==> src/rtl/bcd_timer_ctrl.sv <==
// BCD decade-chain run controller: start/stop/clear, target match, done/err pulses.
// Optional BCD_TIMER_AUTORELOAD_EN: restart from zero on each match instead of DONE.
module bcd_timer_ctrl #(
   parameter int DIGITS = 4
) (
   input  logic                  clk,
   input  logic                  rst,
   input  logic                  start,
   input  logic                  stop,
   input  logic                  clear,
   input  logic                  tick,
   input  logic [4*DIGITS-1:0]   target,
   output logic [4*DIGITS-1:0]   count,
   output logic [1:0]            state,
   output logic                  done,
   output logic                  err
);

   localparam int W = 4 * DIGITS;

   typedef enum logic [1:0] {
      S_IDLE  = 2'b00,
      S_RUN   = 2'b01,
      S_PAUSE = 2'b10,
      S_DONE  = 2'b11
   } state_t;

   state_t         state_q, state_d;
   logic [W-1:0]   count_q, count_d;
   logic [W-1:0]   tgt_q, tgt_d;
   logic           done_q, done_d;
   logic           err_q, err_d;
   logic [W-1:0]   count_inc;
   logic           tgt_ok;

   // Per-digit increment; a digit at 9 wraps and carries onward.
   function automatic logic [W-1:0] bcd_inc(input logic [W-1:0] v);
      logic [W-1:0] r;
      logic         c;
      r = v;
      c = 1'b1;
      for (int i = 0; i < DIGITS; i++) begin
         if (c) begin
            if (v[4*i +: 4] == 4'd9) begin
               r[4*i +: 4] = 4'd0;
            end else begin
               r[4*i +: 4] = v[4*i +: 4] + 4'd1;
               c = 1'b0;
            end
         end
      end
      return r;
   endfunction

   function automatic logic bcd_valid(input logic [W-1:0] v);
      logic ok;
      ok = |v;
      for (int i = 0; i < DIGITS; i++) begin
         if (v[4*i +: 4] > 4'd9) ok = 1'b0;
      end
      return ok;
   endfunction

   assign count_inc = bcd_inc(count_q);
   assign tgt_ok    = bcd_valid(target);

   always_comb begin
      state_d = state_q;
      count_d = count_q;
      tgt_d   = tgt_q;
      done_d  = 1'b0;
      err_d   = 1'b0;
      if (clear) begin
         state_d = S_IDLE;
         count_d = '0;
      end else begin
         unique case (state_q)
            S_IDLE, S_DONE: begin
               if (start) begin
                  if (tgt_ok) begin
                     tgt_d   = target;
                     count_d = '0;
                     state_d = S_RUN;
                  end else begin
                     err_d = 1'b1;
                  end
               end
            end
            S_RUN: begin
               if (stop) begin
                  state_d = S_PAUSE;
               end else if (tick) begin
                  if (count_inc == tgt_q) begin
                     done_d = 1'b1;
`ifdef BCD_TIMER_AUTORELOAD_EN
                     count_d = '0;
`else
                     count_d = tgt_q;
                     state_d = S_DONE;
`endif
                  end else begin
                     count_d = count_inc;
                  end
               end
            end
            S_PAUSE: begin
               if (start) state_d = S_RUN;
            end
            default: state_d = S_IDLE;
         endcase
      end
   end

   always_ff @(posedge clk) begin
      if (!rst) begin
         state_q <= S_IDLE;
         count_q <= '0;
         tgt_q   <= '0;
         done_q  <= 1'b0;
         err_q   <= 1'b0;
      end else begin
         state_q <= state_d;
         count_q <= count_d;
         tgt_q   <= tgt_d;
         done_q  <= done_d;
         err_q   <= err_d;
      end
   end

   assign count = count_q;
   assign state = state_q;
   assign done  = done_q;
   assign err   = err_q;

endmodule

==> config.mk <==
export PLATFORM = sky130hd
export DESIGN_NAME = bcd_timer_ctrl
export DESIGN_NICKNAME = d
export VERILOG_FILES = /design/src/rtl/bcd_timer_ctrl.sv
export SDC_FILE = /design/constraint.sdc
export NUM_CORES = 1
export LEC_CHECK = 0
export CAP_MARGIN = 20
export CORE_AREA = 2 2 75 77
export DETAILED_ROUTE_END_ITERATION = 8
export DIE_AREA = 0 0 77 79
export PLACE_DENSITY = 0.73
export RECOVER_POWER = 100
export SLEW_MARGIN = 25
export SYNTH_ARGS = -nofsm -noshare
export SYNTH_HDL_FRONTEND = slang
export SYNTH_SLANG_ARGS = --single-unit
==> constraint.sdc <==
create_clock -name clk -period 4.7 [get_ports clk]
set_input_delay 0.94 -clock clk [delete_from_list [all_inputs] [get_ports clk]]
set_output_delay 0.94 -clock clk [all_outputs]
set_load 0.03 [all_outputs]
Yosys cells after proc, flatten, opt, wreduce, memory -nomap -nowiden
Index checks and enable logic that the tools add are counted.
{"block": "classes", "n_mux": 31, "n_addsub": 4, "magnitude_cmp": 4, "eq_ne": 15, "bitwise_logic": 6, "reduce_logical": 10}
{"operator": "16-bit two-way mux", "n": 5}
{"operator": "16-bit case mux with 2 select lines", "n": 1}
{"operator": "4-bit two-way mux", "n": 7}
{"operator": "4-bit by 1-bit adder with 4-bit output (second input constant)", "n": 4}
{"operator": "16-bit == test", "n": 1}
{"operator": "4-bit == test (second input constant)", "n": 4}
{"operator": "4-bit greater-than comparator (second input constant)", "n": 4}
{"operator": "16-bit OR reduction", "n": 1}
{"operator": "2-bit two-way mux", "n": 6}
{"operator": "1-bit two-way mux", "n": 11}
{"operator": "2-bit inequality test (second input constant)", "n": 5}
{"operator": "5-bit AND reduction", "n": 2}
{"operator": "3-bit inequality test (second input constant)", "n": 2}
{"operator": "1-bit inverter", "n": 6}
{"operator": "2-bit case mux with 3 select lines", "n": 1}
{"operator": "5-bit OR reduction", "n": 1}
{"operator": "2-bit == test (second input constant)", "n": 2}
{"operator": "4-bit AND reduction", "n": 1}
{"operator": "2-bit OR reduction", "n": 2}
{"operator": "4-bit OR reduction", "n": 1}
{"operator": "2-bit by 1-bit == test with 1-bit output (second input constant)", "n": 1}
{"operator": "2-bit zero test", "n": 1}
{"operator": "2-bit nonzero test", "n": 1}
{"block": "totals", "out_inout_bits": 20, "in_bits": 22, "reg_bits": 36, "word_cells": 75}

Longest topological paths before layout
{"block": "depth", "ltp_word": 10, "ltp_mapped": 11, "depth_no_buf": 9}

Least setup slack after synthesis
Ideal clock, no wire load.
{"block": "synth_path", "path_type": "reg-to-reg", "start": "register count_q[4] (netlist: count[4])", "end": "register state_q[0] (netlist: state[0])", "arrival_ns": 2.448, "stages_incl_launch_ff": 10, "path_buffers": 1, "period_less_slack_ns": 2.527, "slack_ns": 2.173, "t_required_ns": 4.621, "setup_time_ns": 0.079, "path_cell_list": "dfxtp_1 ha_1 nand3b_4 buf_2 nor4_1 xnor2_1 nor2_1 nor4b_2 nand4_2 a211oi_2"}
{"block": "synth_via", "elab_chain_cells": 8, "elab_cells_between_ends": 12, "cone_classes": "add/sub: 1; eq/ne: 3; mux: 7; reduce/logical: 1"}
{"element": "start: declaration", "line_no": "29", "rtl": "logic [W-1:0] count_q, count_d;"}
{"element": "start signal: assignment", "line_no": "123", "rtl": "count_q <= count_d;"}
{"element": "4-bit == test", "line_no": "44", "rtl": "if (v[4*i +: 4] == 4'd9) begin"}
{"element": "1-bit two-way mux", "line_no": "44"}
{"element": "1-bit two-way mux (2 in a row)", "line_no": "43", "rtl": "if (c) begin"}
{"element": "4-bit two-way mux", "line_no": "43"}
{"element": "16-bit == test *", "line_no": "93", "rtl": "if (count_inc == tgt_q) begin"}
{"element": "3-bit inequality test (no source line) *"}
{"element": "5-bit AND reduction (no source line) *"}
{"element": "end signal: assignment", "line_no": "122", "rtl": "state_q <= state_d;"}
{"element": "end: declaration", "line_no": "28", "rtl": "state_t state_q, state_d;"}
Every way passes the cells marked *; elsewhere a longest branch is shown, timed or not.
A chain may end at the register's enable or synchronous reset.

Final worst setup path
{"block": "layout_path", "start": "register count_q[0] (netlist: count[0])", "end": "register state_q[0] (netlist: state[0])"}
The elaborated chain is that of the path after synthesis.

==> results.md <==
* Layout cells sized above 1 at 6.29%
* FILL cells at 521
* Mapped Cells at 297
* Total CTS buffers at 5
* Skew-Pair Late Insertion Delay at 290 ps
* Tmin final at 3690 ps
* Post-synth cell types at 67
* Syn. warnings at 0
* CTS tree: done
* Final period util at between 70% and 80%
* Unrepaired setup endpoints after global routing: false
* Max Slew Vio Count at 0
* Clock Pin Slew Worst Setup and Hold Paths at 80 ps
* Crit-path cells: nand4bb_1 -> nor3_1 -> mux2i_1 -> nor2_1 -> nor4b_1 -> nand4_2 -> a211oi_1
* Sum of negative setup slack at 0 ps
* Final #Nets at 363
* Critical path arrival at 3890 ps
* WS Path Type: register to register
* Die W at around 77 um
* GR Overflow Total at 0
* Post-synthesis sequential area ratio at between 20 and 30%
* Crit-path leading delay family: simple AND/OR/NAND/NOR gates
* Die Y at 79 um
* Crit path largest cell delay at 820 ps
* Starting Density at 47.4%
* CTS max path bufs at 2
* DR pass1 iterations at 4
* Avg WL per Cell at 15.0 um
* Clock Tree Root: clkbuf_8
* RePlAce Congestion at roughly 0.86
* Post-synth EDFFs at 0
* Synth Register Bits at 36
* Critical Path RT at 4900 ps
* Nature of the critical path endpoint: register
* Top_reg_cell synth: dfxtp_1
* Worst Path Max Fanout at 16
* Slew @ Worst Pin at 1060 ps
* Pwr dens at 194 nW/um^2
* # setup viols final at 0
* I/O pin cnt at 42
* First-pass GRT wire length at 10100 um
* Rows at 27
* Htree depth at 2
* 1st-iter DRT viols at 172
* Most frequent cells in the layout: dfxtp_1 (36), nor2b_1 (27), dlygate4sd3_1 (21)
* Max Freq at ~270 MHz
* Most common cell after layout, fill and taps aside: dfxtp_1
* Total power at 587 uW
* Via-to-Cell Ratio at between 5 and 6
* Hold Crit Class: register to register
* Final hold violations at 0
* GRT Total Usage at 20.8%
* DIE AREA at 6080 sq um
* Post-DP HPWL at roughly 4600 um
* Rel. slew slack at 29.2%
* Buf/Inv on CP at 0
* Post-CTS Setup Inserts at 0
* # Max-Cap Violations at 0
* DRT Wirelength at 6080 um
* Clk sinks at 36
* Slowest cell on crit path: nor3_1
* Port Buffers at between 40 and 50
* Post-cts hold buffer count at 0
* Layout Skew at 11.6 ps
* Area grow syn2layout at 19.3%
* Via count at approximately 2300
* Leak at roughly 0.0011 uW
* CORE AREA at 5340 sq um
* Detail Route Antenna Nets at 0
* Critical path startpoint category: register
* Largest net degree at the start of global routing at 18
* Number of global-route vias before repair at 2130
* Avg Inst Size Synth at 8.53 sq um
* Initial antenna violation count at 0
* Status: completed
* Post-Syn Area at between 2000 and 3000 sq um
* Ant diodes at 0
* Asr flop ratio synth at 0%
* Resize count post-CTS at 0
* Syn Nets at 327
* Worst IR Drop VDD at 111 uV
* Post-route DRC at 0
==> metal layers <==
metal	vias up	GRT usage (%)	routed length (um)
li1	1175	-	-
met2	79	32.9	2740
met4	0	9.82	140
met1	1058	26.8	2810
met3	11	5.11	383
met5	-	0	0
==> through the flow <==
| step | area, sq um | setup WS (ps) | cells | hold WS [ps] | util, % |
|---|---|---|---|---|---|
| 2_1_floorplan | 2530 | 2170 | 297 | 491 | - |
| 3_3_place_gp | 2970 | 1390 | 398 | 509 | 55.6 |
| 3_5_place_dp | 2970 | 1330 | 398 | 533 | 55.6 |
| 4_1_cts | 3060 | 1510 | 406 | 544 | 57.3 |
| 5_1_grt | 3020 | 664 | 406 | 578 | 56.6 |
| 6_report | 3020 | 1010 | 406 | 537 | 56.6 |
==> layout make-up <==
| type | count | area (sq um) | share of cell area [%] |
|---|---|---|---|
| Multi-Input combinational cell | 234 | 1650 | 54.7 |
| Sequential cell | 36 | 721 | 23.9 |
| Timing Repair Buffer | 44 | 425 | 14.1 |
| Tap cell | 72 | 90.1 | 2.98 |
| Clock buffer | 6 | 72.6 | 2.40 |
| Inverter | 12 | 45.0 | 1.49 |
| Clock inverter | 2 | 16.3 | 0.538 |
==> synth_stat cells, types with 2 or more instances <==
master / instances / area [sq um]
buf_6: 4 / 45.0
dfxtp_1: 36 / 721
o22ai_1: 3 / 18.8
ha_1: 8 / 100
nand2_1: 16 / 60.1
o21bai_1: 2 / 15.0
nor3_1: 8 / 40.0
a21boi_0: 3 / 22.5
nand3_1: 13 / 65.1
nor3b_1: 2 / 15.0
inv_1: 12 / 45.0
buf_2: 5 / 25.0
mux2i_1: 20 / 200
and3b_2: 2 / 20.0
nand2b_1: 5 / 31.3
o21ai_1: 4 / 20.0
o21ai_0: 19 / 95.1
nor4_2: 2 / 25.0
o21a_1: 3 / 22.5
nor4_1: 6 / 37.5
o221ai_1: 2 / 17.5
nor2b_1: 27 / 169
a32o_1: 3 / 30.0
a21oi_1: 14 / 70.1
a211oi_2: 2 / 25.0
o31a_1: 2 / 17.5
a22o_1: 3 / 26.3
o31ai_1: 4 / 30.0
nand3b_1: 2 / 15.0
o211ai_1: 3 / 22.5
xor2_1: 5 / 43.8
and3b_1: 4 / 35.0
clkbuf_1: 6 / 22.5
nor2_1: 14 / 52.6
==> sequential cells by signal, indices dropped and copies added, names as in the netlist <==
register,count
count,16
tgt_q,16
state,2
done,1
err,1
==> report_power, final <==
part	internal [uW]	switching, uW
Clock	105	113
Combinational	31.6	26.3
Sequential	308	3.23
==> logic make-up after synthesis <==
group	after synthesis	share of synthesized area, %
DFF	36	28.5
muxes	21	8.35
buffers and inverters	27	5.43
xor gates and xnor gates	6	2.08
AOI/OAI and AO/OA	81	21.9
adders and majority gates	8	3.95
and+or+nand+nor	118	29.8
==> worst reg2reg max path, cell delays in order (launching register included) <==
cell and delay, ps:
dfxtp_1 560, nand4bb_1 680, nor3_1 830, mux2i_1 390, nor2_1 90, nor4b_1 550, nand4_2 220, a211oi_1 290
==> final timing paths <==
path	from	depth (start not counted)	end	slack, ps
setup / recovery	count[0]	7	state[0]	1010
hold reg to reg	count[9]	2	count[9]	540
hold / removal	count[9]	2	count[9]	540
setup reg to reg	count[0]	7	state[0]	1010
Power figures use the tool's default switching activity.
